<file path="src/rtl/img_ram_arbiter_if.sv">
// Request/grant bus between the host and processor requesters, the image RAM
// arbiter and the single-port image RAM.
interface img_ram_arbiter_if #(
  parameter int ADDR_WIDTH = 19,
  parameter int DATA_WIDTH = 8
);
  logic                  h_req;
  logic                  h_we;
  logic [ADDR_WIDTH-1:0] h_addr;
  logic [DATA_WIDTH-1:0] h_wdata;
  logic                  h_gnt;
  logic                  h_rvalid;

  logic                  p_req;
  logic                  p_we;
  logic [ADDR_WIDTH-1:0] p_addr;
  logic [DATA_WIDTH-1:0] p_wdata;
  logic                  p_gnt;
  logic                  p_rvalid;

  logic                  proc_run;
  logic [DATA_WIDTH-1:0] rdata;

  logic [ADDR_WIDTH-1:0] ram_addr;
  logic                  ram_we;
  logic [DATA_WIDTH-1:0] ram_din;
  logic [DATA_WIDTH-1:0] ram_dout;

  // Arbiter side
  modport slave (
    input  h_req, h_we, h_addr, h_wdata,
    input  p_req, p_we, p_addr, p_wdata,
    input  proc_run, ram_dout,
    output h_gnt, h_rvalid, p_gnt, p_rvalid, rdata,
    output ram_addr, ram_we, ram_din
  );

  // Requester and RAM side
  modport master (
    output h_req, h_we, h_addr, h_wdata,
    output p_req, p_we, p_addr, p_wdata,
    output proc_run, ram_dout,
    input  h_gnt, h_rvalid, p_gnt, p_rvalid, rdata,
    input  ram_addr, ram_we, ram_din
  );
endinterface

</file>
<file path="src/rtl/img_ram_arbiter.sv">
// Two-requester (host/processor) arbiter for a single-port synchronous image RAM.
// Define ARB_ROUND_ROBIN_EN for alternating tie-break; default is processor-first.
module img_ram_arbiter #(
  parameter int ADDR_WIDTH = 19,
  parameter int DATA_WIDTH = 8
) (
  input  logic              clk,
  input  logic              rst,
  img_ram_arbiter_if.slave  bus
);

  typedef enum logic [1:0] {
    IDLE    = 2'd0,
    ACCESS  = 2'd1,
    CAPTURE = 2'd2
  } state_e;

  state_e                state_q;
  logic                  owner_q;   // 1: host owns the in-flight access
  logic                  op_we_q;
  logic [ADDR_WIDTH-1:0] ram_addr_q;
  logic                  ram_we_q;
  logic [DATA_WIDTH-1:0] ram_din_q;
  logic [DATA_WIDTH-1:0] rdata_q;
  logic                  h_rvalid_q;
  logic                  p_rvalid_q;
`ifdef ARB_ROUND_ROBIN_EN
  logic                  prio_host_q; // 1: host wins the next tie
`endif

  logic                  h_elig;
  logic                  h_win;
  logic                  p_win;
  logic                  sel_we;
  logic [ADDR_WIDTH-1:0] sel_addr;
  logic [DATA_WIDTH-1:0] sel_wdata;

  always_comb begin
    // NOTE: every signal written here gets a value before any branch, so no latch is inferred.
    h_elig    = bus.h_req & ~bus.proc_run;
`ifdef ARB_ROUND_ROBIN_EN
    h_win     = h_elig & (~bus.p_req | prio_host_q);
`else
    h_win     = h_elig & ~bus.p_req;
`endif
    p_win     = bus.p_req & ~h_win;
    sel_we    = bus.p_we;
    sel_addr  = bus.p_addr;
    sel_wdata = bus.p_wdata;
    if (h_win) begin
      sel_we    = bus.h_we;
      sel_addr  = bus.h_addr;
      sel_wdata = bus.h_wdata;
    end
  end

  // Grant is a same-cycle acceptance of the held request while IDLE; it is
  // gated by reset so nothing is accepted while the block is held in reset.
  assign bus.h_gnt    = rst & (state_q == IDLE) & h_win;
  assign bus.p_gnt    = rst & (state_q == IDLE) & p_win;
  assign bus.h_rvalid = h_rvalid_q;
  assign bus.p_rvalid = p_rvalid_q;
  assign bus.rdata    = rdata_q;
  assign bus.ram_addr = ram_addr_q;
  assign bus.ram_we   = ram_we_q;
  assign bus.ram_din  = ram_din_q;

  // NOTE: state registers use non-blocking assignments so every register sees pre-edge values.
  always_ff @(posedge clk or negedge rst) begin
    if (!rst) begin
      state_q     <= IDLE;
      owner_q     <= 1'b0;
      op_we_q     <= 1'b0;
      ram_addr_q  <= '0;
      ram_we_q    <= 1'b0;
      ram_din_q   <= '0;
      rdata_q     <= '0;
      h_rvalid_q  <= 1'b0;
      p_rvalid_q  <= 1'b0;
`ifdef ARB_ROUND_ROBIN_EN
      prio_host_q <= 1'b0;
`endif
    end else begin
      h_rvalid_q <= 1'b0;
      p_rvalid_q <= 1'b0;
      case (state_q)
        IDLE: begin
          if (h_win | p_win) begin
            owner_q     <= h_win;
            op_we_q     <= sel_we;
            ram_addr_q  <= sel_addr;
            ram_we_q    <= sel_we;
            ram_din_q   <= sel_wdata;
            state_q     <= ACCESS;
`ifdef ARB_ROUND_ROBIN_EN
            prio_host_q <= ~h_win;
`endif
          end
        end
        ACCESS: begin
          ram_we_q <= 1'b0;
          state_q  <= CAPTURE;
        end
        CAPTURE: begin
          // RAM output is valid this cycle; writes capture it too but never signal rvalid.
          rdata_q    <= bus.ram_dout;
          h_rvalid_q <= owner_q & ~op_we_q;
          p_rvalid_q <= ~owner_q & ~op_we_q;
          state_q    <= IDLE;
        end
        default: begin
          ram_we_q <= 1'b0;
          state_q  <= IDLE;
        end
      endcase
    end
  end

endmodule

</file>
<file path="src/flat_wrapper.sv">
// flat-port wrapper written by rule: the top's interface ports become plain ports
module img_ram_arbiter_flat 
#(
  parameter int ADDR_WIDTH = 19,
  parameter int DATA_WIDTH = 8
)
  (clk, rst, bus_h_req, bus_h_we, bus_h_addr, bus_h_wdata, bus_p_req, bus_p_we, bus_p_addr, bus_p_wdata, bus_proc_run, bus_ram_dout, bus_h_gnt, bus_h_rvalid, bus_p_gnt, bus_p_rvalid, bus_rdata, bus_ram_addr, bus_ram_we, bus_ram_din);
  img_ram_arbiter_if #(.ADDR_WIDTH(ADDR_WIDTH), .DATA_WIDTH(DATA_WIDTH)) bus_i ();
  input  logic clk;
  input  logic rst;
  input wire logic [$bits(bus_i.h_req)-1:0] bus_h_req;
  input wire logic [$bits(bus_i.h_we)-1:0] bus_h_we;
  input wire logic [$bits(bus_i.h_addr)-1:0] bus_h_addr;
  input wire logic [$bits(bus_i.h_wdata)-1:0] bus_h_wdata;
  input wire logic [$bits(bus_i.p_req)-1:0] bus_p_req;
  input wire logic [$bits(bus_i.p_we)-1:0] bus_p_we;
  input wire logic [$bits(bus_i.p_addr)-1:0] bus_p_addr;
  input wire logic [$bits(bus_i.p_wdata)-1:0] bus_p_wdata;
  input wire logic [$bits(bus_i.proc_run)-1:0] bus_proc_run;
  input wire logic [$bits(bus_i.ram_dout)-1:0] bus_ram_dout;
  output wire logic [$bits(bus_i.h_gnt)-1:0] bus_h_gnt;
  output wire logic [$bits(bus_i.h_rvalid)-1:0] bus_h_rvalid;
  output wire logic [$bits(bus_i.p_gnt)-1:0] bus_p_gnt;
  output wire logic [$bits(bus_i.p_rvalid)-1:0] bus_p_rvalid;
  output wire logic [$bits(bus_i.rdata)-1:0] bus_rdata;
  output wire logic [$bits(bus_i.ram_addr)-1:0] bus_ram_addr;
  output wire logic [$bits(bus_i.ram_we)-1:0] bus_ram_we;
  output wire logic [$bits(bus_i.ram_din)-1:0] bus_ram_din;
  assign bus_i.h_req = bus_h_req;
  assign bus_i.h_we = bus_h_we;
  assign bus_i.h_addr = bus_h_addr;
  assign bus_i.h_wdata = bus_h_wdata;
  assign bus_i.p_req = bus_p_req;
  assign bus_i.p_we = bus_p_we;
  assign bus_i.p_addr = bus_p_addr;
  assign bus_i.p_wdata = bus_p_wdata;
  assign bus_i.proc_run = bus_proc_run;
  assign bus_i.ram_dout = bus_ram_dout;
  assign bus_h_gnt = bus_i.h_gnt;
  assign bus_h_rvalid = bus_i.h_rvalid;
  assign bus_p_gnt = bus_i.p_gnt;
  assign bus_p_rvalid = bus_i.p_rvalid;
  assign bus_rdata = bus_i.rdata;
  assign bus_ram_addr = bus_i.ram_addr;
  assign bus_ram_we = bus_i.ram_we;
  assign bus_ram_din = bus_i.ram_din;
  img_ram_arbiter #(.ADDR_WIDTH(ADDR_WIDTH), .DATA_WIDTH(DATA_WIDTH)) u_core (.clk(clk), .rst(rst), .bus(bus_i));
endmodule
</file>
<file path="config.mk">
export PLATFORM = sky130hd
export DESIGN_NAME = img_ram_arbiter_flat
export DESIGN_NICKNAME = d
export VERILOG_FILES = /design/src/rtl/img_ram_arbiter_if.sv /design/src/rtl/img_ram_arbiter.sv /design/src/flat_wrapper.sv
export SDC_FILE = /design/constraint.sdc
export NUM_CORES = 1
export LEC_CHECK = 0
export ABC_AREA = 1
export CAP_MARGIN = 10
export CORE_ASPECT_RATIO = 0.75
export CORE_MARGIN = 2
export CORE_UTILIZATION = 29
export DETAILED_ROUTE_END_ITERATION = 6
export DONT_BUFFER_PORTS = 1
export GPL_ROUTABILITY_DRIVEN = 0
export HOLD_SLACK_MARGIN = 0.02
export PLACE_DENSITY = 0.45
export SLEW_MARGIN = 0
export SYNTH_ARGS = -nofsm -noshare
export SYNTH_HDL_FRONTEND = slang
export SYNTH_SLANG_ARGS = --single-unit
</file>
<file path="constraint.sdc">
create_clock -name clk -period 1.45 [get_ports clk]
set_clock_uncertainty 0.05 [all_clocks]
set_input_delay 0.29 -clock clk [delete_from_list [all_inputs] [get_ports clk]]
set_output_delay 0.29 -clock clk [all_outputs]
set_load 0.1 [all_outputs]
</file>
* Word level (Yosys, flattened, before mapping) *
Cells that the tools add are included.

storage, ports and cells
  register bits after elaboration = 42
  bits of input ports = 69
  output and inout bits = 40
  logic and storage cells = 39

cells by class
  equal/unequal tests = 3
  muxes and demuxes = 9
  bitwise logic cells = 15
  reductions and logical operators = 3

operators with widths
  cell                  count
  $mux W19              1
  $and A1 B1 Y1         8
  $mux W8               1
  $not A1 Y1            6
  $mux W1               4
  $pmux W2 S2           1
  $reduce_and A2 Y1     2
  $eq A2 B1 Y1 const B  1
  $eq A2 B2 Y1 const B  1
  $logic_not A2 Y1      1
  $mux W2               1
  $ne A2 B2 Y1 const B  1
  $pmux W1 S2           1
  $or A1 B1 Y1          1

* Logic depth before layout (Yosys ltp) *
Gate-level depths: netlist (run 1).

  depth after elaboration = 8
  gate-level depth with buffers = 9
  gate-level depth less buffers = 7

* Worst setup path before layout (run 1) *
Ideal clock, no wire load.

  kind = input port to output port
  start point = in bus_proc_run
  end point = out bus_h_gnt
  data arrival time = 2.675 ns
  data required time = 1.110 ns
  path slack = -1.565 ns
  stages on the path = 4
  path buffers = 1
  cell sequence = inv_2 > nand3_1 > clkbuf_1 > nor3_1

on the way
  cells in the longest elaborated chain, start to end = 4

ends and longest elaborated chain
  element          RTL line               RTL
  start, declared  flat_wrapper.sv:19     input wire logic [$bits(bus_i.proc_run)-1:0] bus_proc_run;
  $not A1 Y1       img_ram_arbiter.sv:40  h_elig = bus.h_req & ~bus.proc_run;
  $and A1 B1 Y1    img_ram_arbiter.sv:40
  $and A1 B1 Y1    img_ram_arbiter.sv:44  h_win = h_elig & ~bus.p_req;
  $and A1 B1 Y1    img_ram_arbiter.sv:59  assign bus.h_gnt = rst & (state_q == IDLE) & h_win;
  end, declared    flat_wrapper.sv:21     output wire logic [$bits(bus_i.h_gnt)-1:0] bus_h_gnt;

Every way passes these cells.

* Worst setup path after layout (run 1) *
  start point = reg u_core.state_q[0]
  end point = out bus_h_gnt

on the way
  cells in the longest elaborated chain, start to end = 3

ends and longest elaborated chain
  element                     RTL line                RTL
  start, declared             img_ram_arbiter.sv:18   state_e state_q;
  start signal, assigned      img_ram_arbiter.sv:71   state_q <= IDLE;
  start signal, assigned      img_ram_arbiter.sv:94   state_q <= ACCESS;
  start signal, assigned      img_ram_arbiter.sv:102  state_q <= CAPTURE;
  $logic_not A2 Y1            img_ram_arbiter.sv:59
  $and A1 B1 Y1 (2 in a row)  img_ram_arbiter.sv:59

Every way passes these cells.

==> metrics.md, run 1 <==
| Metric | Value |
|---|---|
| R2r worst-path depth | 5 |
| Area share of and/or/nand/nor cells after synthesis | 41.9% |
| Final WS setup | -174 ps |
| Area contributors post-synth | dfrtp_1 51%, nand2_1 29%, nand4_1 8.5% |
| Worst R2R Start | u_core.state_q[1]$_DFFE_PN0P_ |
| DR vias/cell | 4.55 |
| Final setup fails | 2 |
| Failing checks | setup timing |
| Row count | 26 |
| Cell Area, Synth | 2060 µm² |
| Initial antenna violation count | 0 |
| Via count of the first global-routing pass | 1951 |
| PortBufs | 0 |
| Gr ovfl total | 0 |
| Ant. Diodes | 0 |
| Post-Synth XOR/XNOR Area | 0% |
| Syn nets | 346 |
| Footprint of the multi-input gates | 907 µm² |
| Min-Delay Path Depth | 2 |
| FF-to-FF End | u_core.bus.ram_we$_DFFE_PN0P_ |
| Post-CTS Setup Repair Bufs | 0 |
| Pins Over Slew Limit | 0 |
| Count leader, synth | nand2_1 |
| Core area | 6860 µm² |
| Slowest cell delay on critical path | 390 ps |
| CTS tree | yes |
| Synthesis-to-finish area growth | 27.4% |
| Filler cells | 732 |
| Die Ht | 77.0 µm |
| CP Cell Sequence | nor2_2 > inv_2 > nor3_4 > buf_12 |
| First-pass GRT wire length | 9.89 mm |
| Initial Util | 30.1% |
| Post-synth ARST share | 100% |
| Multiplexer area fraction after synthesis | 0% |
| HP Class | input port to flop |
| Largest family of logic cells by synthesized area | simple AND/OR/NAND/NOR gates |
| Worst Setup Start Kind | flop |
| Maxcap violations | 0 |
| CTS Buf Count | 5 |
| Drt initial violations | 54 |
| Tcrit/Tclk final | 112% |
| Synth cell count leaders | 162 x nand2_1, 42 x dfrtp_1, 28 x nand4_1 |
| Post-synth cell types | 17 |
| Clock-pin slew on the worst setup and hold paths | 80 ps |
| Max Clk Rate | 616 MHz |
| Inst Count DP | 406 |
| Die Area | 7810 µm² |
| Worst EP required | 1110 ps |
| Outcome | finished with violations |
| H-tree lvl count | 2 |
| Root buffer cell | clkbuf_8 |
| Post-synth top flop | dfrtp_1 |
| Worst path slowest cell | dfrtp_1 |
| Fraction of layout cells with a size suffix above 1 | 21.1% |
| Syn Area/Cell | 7.45 µm² |
| Post-synth EDFFs | 0 |
| Clock sink total | 42 |
| Synth Area in Compound Gates | 0.849% |
| Clock latency on the worst-skew pair | 290 ps |
| Arrival time worst endpoint | 1280 ps |
| R2R setup slack | 150 ps |
| TNS Setup | -347 ps |
| WL/cell | 14.2 µm |
| Largest net degree at the start of global routing | 43 |
| Adder-cell area share of the yosys netlist | 0% |
| DR vias | 1889 |
| RSZ-0062 raised after global routing | yes |
| Die width | 101 µm |
| Sequential-to-total area share from yosys stat | 50.9% |
| Slew headroom | 72.8% |
| Tmin final | 1620 ps |
| Detailed Place HPWL | 4.07 mm |
| Pre-Repair DR Iteration Count | 4 |
| CTS Buffer Depth | 2 |
| Total Wirelength | 5.89 mm |
| Syn Inst Count | 277 |
| Remaining routing DRC violations | 0 |
| Global Route Usage Sum | 16.2% |
| Non-Filler Instances | 415 |
| Buf+Inv Stages, Crit Path | 2 |
| Slew @ Worst Pin | 408 ps |
| Post-layout util | 38.3% |
| Final Hold Fails | 0 |
| I/O pin cnt | 109 |
| Setup crit end kind | output pin |
| CP max FO | 2 |
| Post-Place Worst Slack | 74.6 ps |
| Area share of the largest cell type after synthesis | 50.9% |
| Hold Path Origin | bus_ram_dout[4] |
| Nets | 386 |
| FF/Latch Area | 1050 µm² |
| Yosys reg bits | 42 |
| Yosys warning count | 0 |
| Path type of the worst setup path | flop to output pin |
| Worst hold endpoint | u_core.bus.rdata[4]$_DFFE_PN0P_ |
| Largest delay share family, worst path | flip-flops |
| Yosys top cell by area | dfrtp_1 |
| Detail Route Antenna Nets | 0 |
-- cell families after synthesis --
| logic type | count (synthesis) |
|---|---|
| buffers and inverters | 26 |
| and+or+nand+nor | 206 |
| AOI/OAI and AO/OA | 3 |
| DFF | 42 |
-- state kept, by name, indices dropped and copies added (netlist names) --
| register | count |
|---|---|
| u_core.bus.h_rvalid | 1 |
| u_core.bus.p_rvalid | 1 |
| u_core.bus.rdata | 8 |
| u_core.owner_q | 1 |
| u_core.op_we_q | 1 |
| u_core.bus.ram_din | 8 |
| u_core.state_q | 2 |
| u_core.bus.ram_we | 1 |
| u_core.bus.ram_addr | 19 |
-- layout make-up --
cell class | instances | share of cell area (%)
Multi-Input combinational cell | 209 | 34.5
Clock inverter | 2 | 0.381
Clock buffer | 5 | 2.62
Sequential cell | 42 | 40.0
Inverter | 6 | 0.904
Timing Repair Buffer | 53 | 16.9
Tap cell | 98 | 4.66
-- cell usage in the layout (no fill, tap or decap), types with 2 or more instances in the layout --
cell type	n
buf_12	2
nor3_4	2
nand2_1	162
nand3_1	9
inv_1	2
inv_2	3
clkinv_2	3
clkbuf_8	5
dfrtp_1	42
buf_4	49
nand4_1	28
-- layer usage --
metal | track usage [%] | vias up | part of all wire [%]
met1 | 22.6 | 840 | 48
met4 | 4.59 | 0 | 0.97
met2 | 24.0 | 84 | 42
met5 | 0 | - | 0
li1 | - | 958 | -
met3 | 5.10 | 7 | 9.1
-- how the worst max path moves through the flow --
stage / from / end / slack [ps] / cells after the start
finish: u_core.state_q[0]$_DFFE_PN0P_ / bus_h_gnt / -170 / 4
global route: u_core.state_q[0]$_DFFE_PN0P_ / bus_p_gnt / -230 / 4
CTS: u_core.state_q[0]$_DFFE_PN0P_ / bus_p_gnt / -190 / 4
detailed placement: u_core.state_q[0]$_DFFE_PN0P_ / u_core.bus.ram_we$_DFFE_PN0P_ / 70 / 5
global placement: u_core.state_q[0]$_DFFE_PN0P_ / bus_h_gnt / 70 / 4
floorplan: u_core.state_q[0]$_DFFE_PN0P_ / bus_h_gnt / -280 / 3
-- metrics by stage --
stage	hold WS [ps]	area, µm²
floorplan	-55.6	2090
global placement	-54.3	2510
detailed placement	-54.2	2510
CTS	71.7	2630
global route	95.5	2630
finish	89.3	2630
-- repair_timing --
item	4_1_cts	5_1_grt
endpoints found under the hold margin	42	0
hold buffers	2	0
endpoints found under the setup margin	2	4
resized for setup	0	1
pin swaps	1	0
Power of run 1 is left out: the tool's default activity adds up to more than one toggle a clock period on the data nets, which glitch-free logic cannot reach.
==> run 2, diff against run 1 <==
- CORE_UTILIZATION: 29 -> 55
- MAX_ROUTING_LAYER: default -> met4
- PLACE_DENSITY: 0.45 -> 0.72
- SLEW_MARGIN: 0 -> 10
==> run 2 against run 1 <==
  * The flow still finishes with violations (setup timing)
  * First-iteration DRC count grew 41%
  * Sequential share of layout area grew 0.91 points
  * Count of clock-buffer cells in the layout grew 2
  * Critical path depth is the same
  * Hold slack lost 7.3 ps
  * Utilization grew 32 points
==> metrics.md, run 2 (synthesis gave the netlist of run 1 again) <==
| Metric | Value |
|---|---|
| WL/cell | 13.8 µm (-2.9%) |
| Nets | 385 (-0.26%) |
| Initial antenna violation count | 0 (unchanged) |
| Max Clk Rate | 612 MHz (-0.56%) |
| Core area | 3640 µm² (-47%) |
| CTS Buf Count | 5 (unchanged) |
| Post-layout util | 70.7% (+32 points) |
| Arrival time worst endpoint | 1290 ps (about the same) |
| PortBufs | 0 (unchanged) |
| Post-Place Worst Slack | 81.4 ps (+6.78 ps) |
| Initial Util | 56.7% (+27 points) |
| Worst R2R Start | u_core.state_q[1]$_DFFE_PN0P_ |
| Row count | 19 (-27%) |
| Total Wirelength | 5.08 mm (-14%) |
| Slew @ Worst Pin | 317 ps (-91.1 ps) |
| Detailed Place HPWL | 3.43 mm (-16%) |
| Setup crit end kind | output pin |
| R2r worst-path depth | 6 (+1) |
| Global Route Usage Sum | 27.2% (+11 points) |
| Drt initial violations | 76 (+41%) |
| DR vias/cell | 5.38 (+18%) |
| Ant. Diodes | 0 (unchanged) |
| Pins Over Slew Limit | 0 (unchanged) |
| HP Class | input port to flop |
| Outcome | finished with violations |
| Hold Slack | 82.0 ps (-7.33 ps) |
| Slew headroom | 78.8% (+6.1 points) |
| Tcrit/Tclk final | 113% (+0.63 points) |
| Worst hold endpoint | u_core.bus.rdata[1]$_DFFE_PN0P_ |
| Clock-pin slew on the worst setup and hold paths | 80 ps (about the same) |
| Synthesis-to-finish area growth | 24.6% |
| Maxcap violations | 0 (unchanged) |
| I/O pin cnt | 109 (unchanged) |
| Detail Route Antenna Nets | 0 (unchanged) |
| Final Hold Fails | 0 (unchanged) |
| Largest net degree at the start of global routing | 43 (unchanged) |
| Failing checks | setup timing |
| Via count of the first global-routing pass | 1876 (-3.8%) |
| Hold Path Origin | bus_ram_dout[1] |
| Most frequent cells in the layout | 162 x nand2_1, 48 x buf_4, 42 x dfrtp_1 |
| H-tree lvl count | 2 (unchanged) |
| Path type of the worst setup path | flop to output pin |
| Min-Delay Path Depth | 2 (unchanged) |
| FF-to-FF End | u_core.op_we_q$_DFFE_PN0P_ |
| Die Ht | 57.0 µm (-26%) |
| Largest register FFs | 19 (unchanged) |
| R2R setup slack | 150 ps (about the same) |
| Remaining routing DRC violations | 0 (unchanged) |
| CTS tree | yes |
| Die width | 74.7 µm (-26%) |
| Pre-Repair DR Iteration Count | 4 (unchanged) |
| Die Area | 4260 µm² (-45%) |
| Clock sink total | 42 (unchanged) |
| Gr ovfl total | 0 (unchanged) |
| CP max FO | 2 (unchanged) |
| DR vias | 1986 (+5.1%) |
| First-pass GRT wire length | 8.49 mm (-14%) |
| Worst EP required | 1110 ps (about the same) |
| Final setup fails | 2 (unchanged) |
| Root buffer cell | clkbuf_8 |
| Tmin final | 1630 ps (+9.14 ps) |
| Fraction of layout cells with a size suffix above 1 | 20.8% (-0.32 points) |
| Worst Setup Start Kind | flop |
| Final WS setup | -183 ps (-9.14 ps) |
| CTS Buffer Depth | 2 (unchanged) |
| RSZ-0062 raised after global routing | yes |
| Most common cell after layout, fill and taps aside | nand2_1 |
| Clock latency on the worst-skew pair | 290 ps (about the same) |
## run 2: cell types whose count changed in the layout (fill, tap and decap cells not counted), sizes merged
cell | before | now
clkinv | 3 | 1
clkbuf | 5 | 7
inv | 5 | 6
buf | 52 | 51
## run 2: final cells by class
class / count / area (µm²)
fillers: 325 / 1070
flip-flops and latches: 42 / 1050
multi-input cells: 209 / 907
repair buffers: 52 / 430
clock buffers: 7 / 86.3
well taps: 52 / 65.1
inverters: 6 / 25.0
clock inverters: 1 / 5.00
## run 2: how the worst max path moves through the flow
stage                             startpoint        end  slack, ps  depth (start not counted)
5_1_grt        u_core.state_q[1]$_DFFE_PN0P_  bus_p_gnt       -230                          4
2_1_floorplan  u_core.state_q[0]$_DFFE_PN0P_  bus_h_gnt       -280                          3
3_3_place_gp   u_core.state_q[0]$_DFFE_PN0P_  bus_h_gnt        100                          4
4_1_cts        u_core.state_q[1]$_DFFE_PN0P_  bus_p_gnt       -170                          4
6_report       u_core.state_q[1]$_DFFE_PN0P_  bus_p_gnt       -180                          4
3_5_place_dp   u_core.state_q[0]$_DFFE_PN0P_  bus_h_gnt         80                          4
## run 2: per-layer routing
layer  GRT usage, %  vias to the layer above  part of all wire, %
li1               -                      961                    -
met1           35.3                      925                   44
met2           41.8                       89                   46
met3           5.83                       11                  7.4
met4           11.2                        0                  2.3
met5              -                        -                    0
## run 2: metrics by stage
step           TNS (ps)  cells  instance area, µm²
2_1_floorplan      -525    277                2090
3_3_place_gp          0    357                2430
3_5_place_dp          0    357                2430
4_1_cts            -319    368                2560
5_1_grt            -438    369                2570
6_report           -337    369                2570
## run 2: what timing repair did
item,4_1_cts,5_1_grt
hold buffers,2,0
hold endpoints to repair,42,0
gates resized for setup,0,2
buffers inserted,1,1
setup endpoints to repair,2,31
pin swaps,2,0
cloned,0,0
## run 2: critical path, cell delays in order (launching register included)
cell     delay [ps]
dfrtp_1         390
nor2_2          160
inv_2            80
nor3_4          170
buf_12          200
Power of run 2 is left out for the same reason.
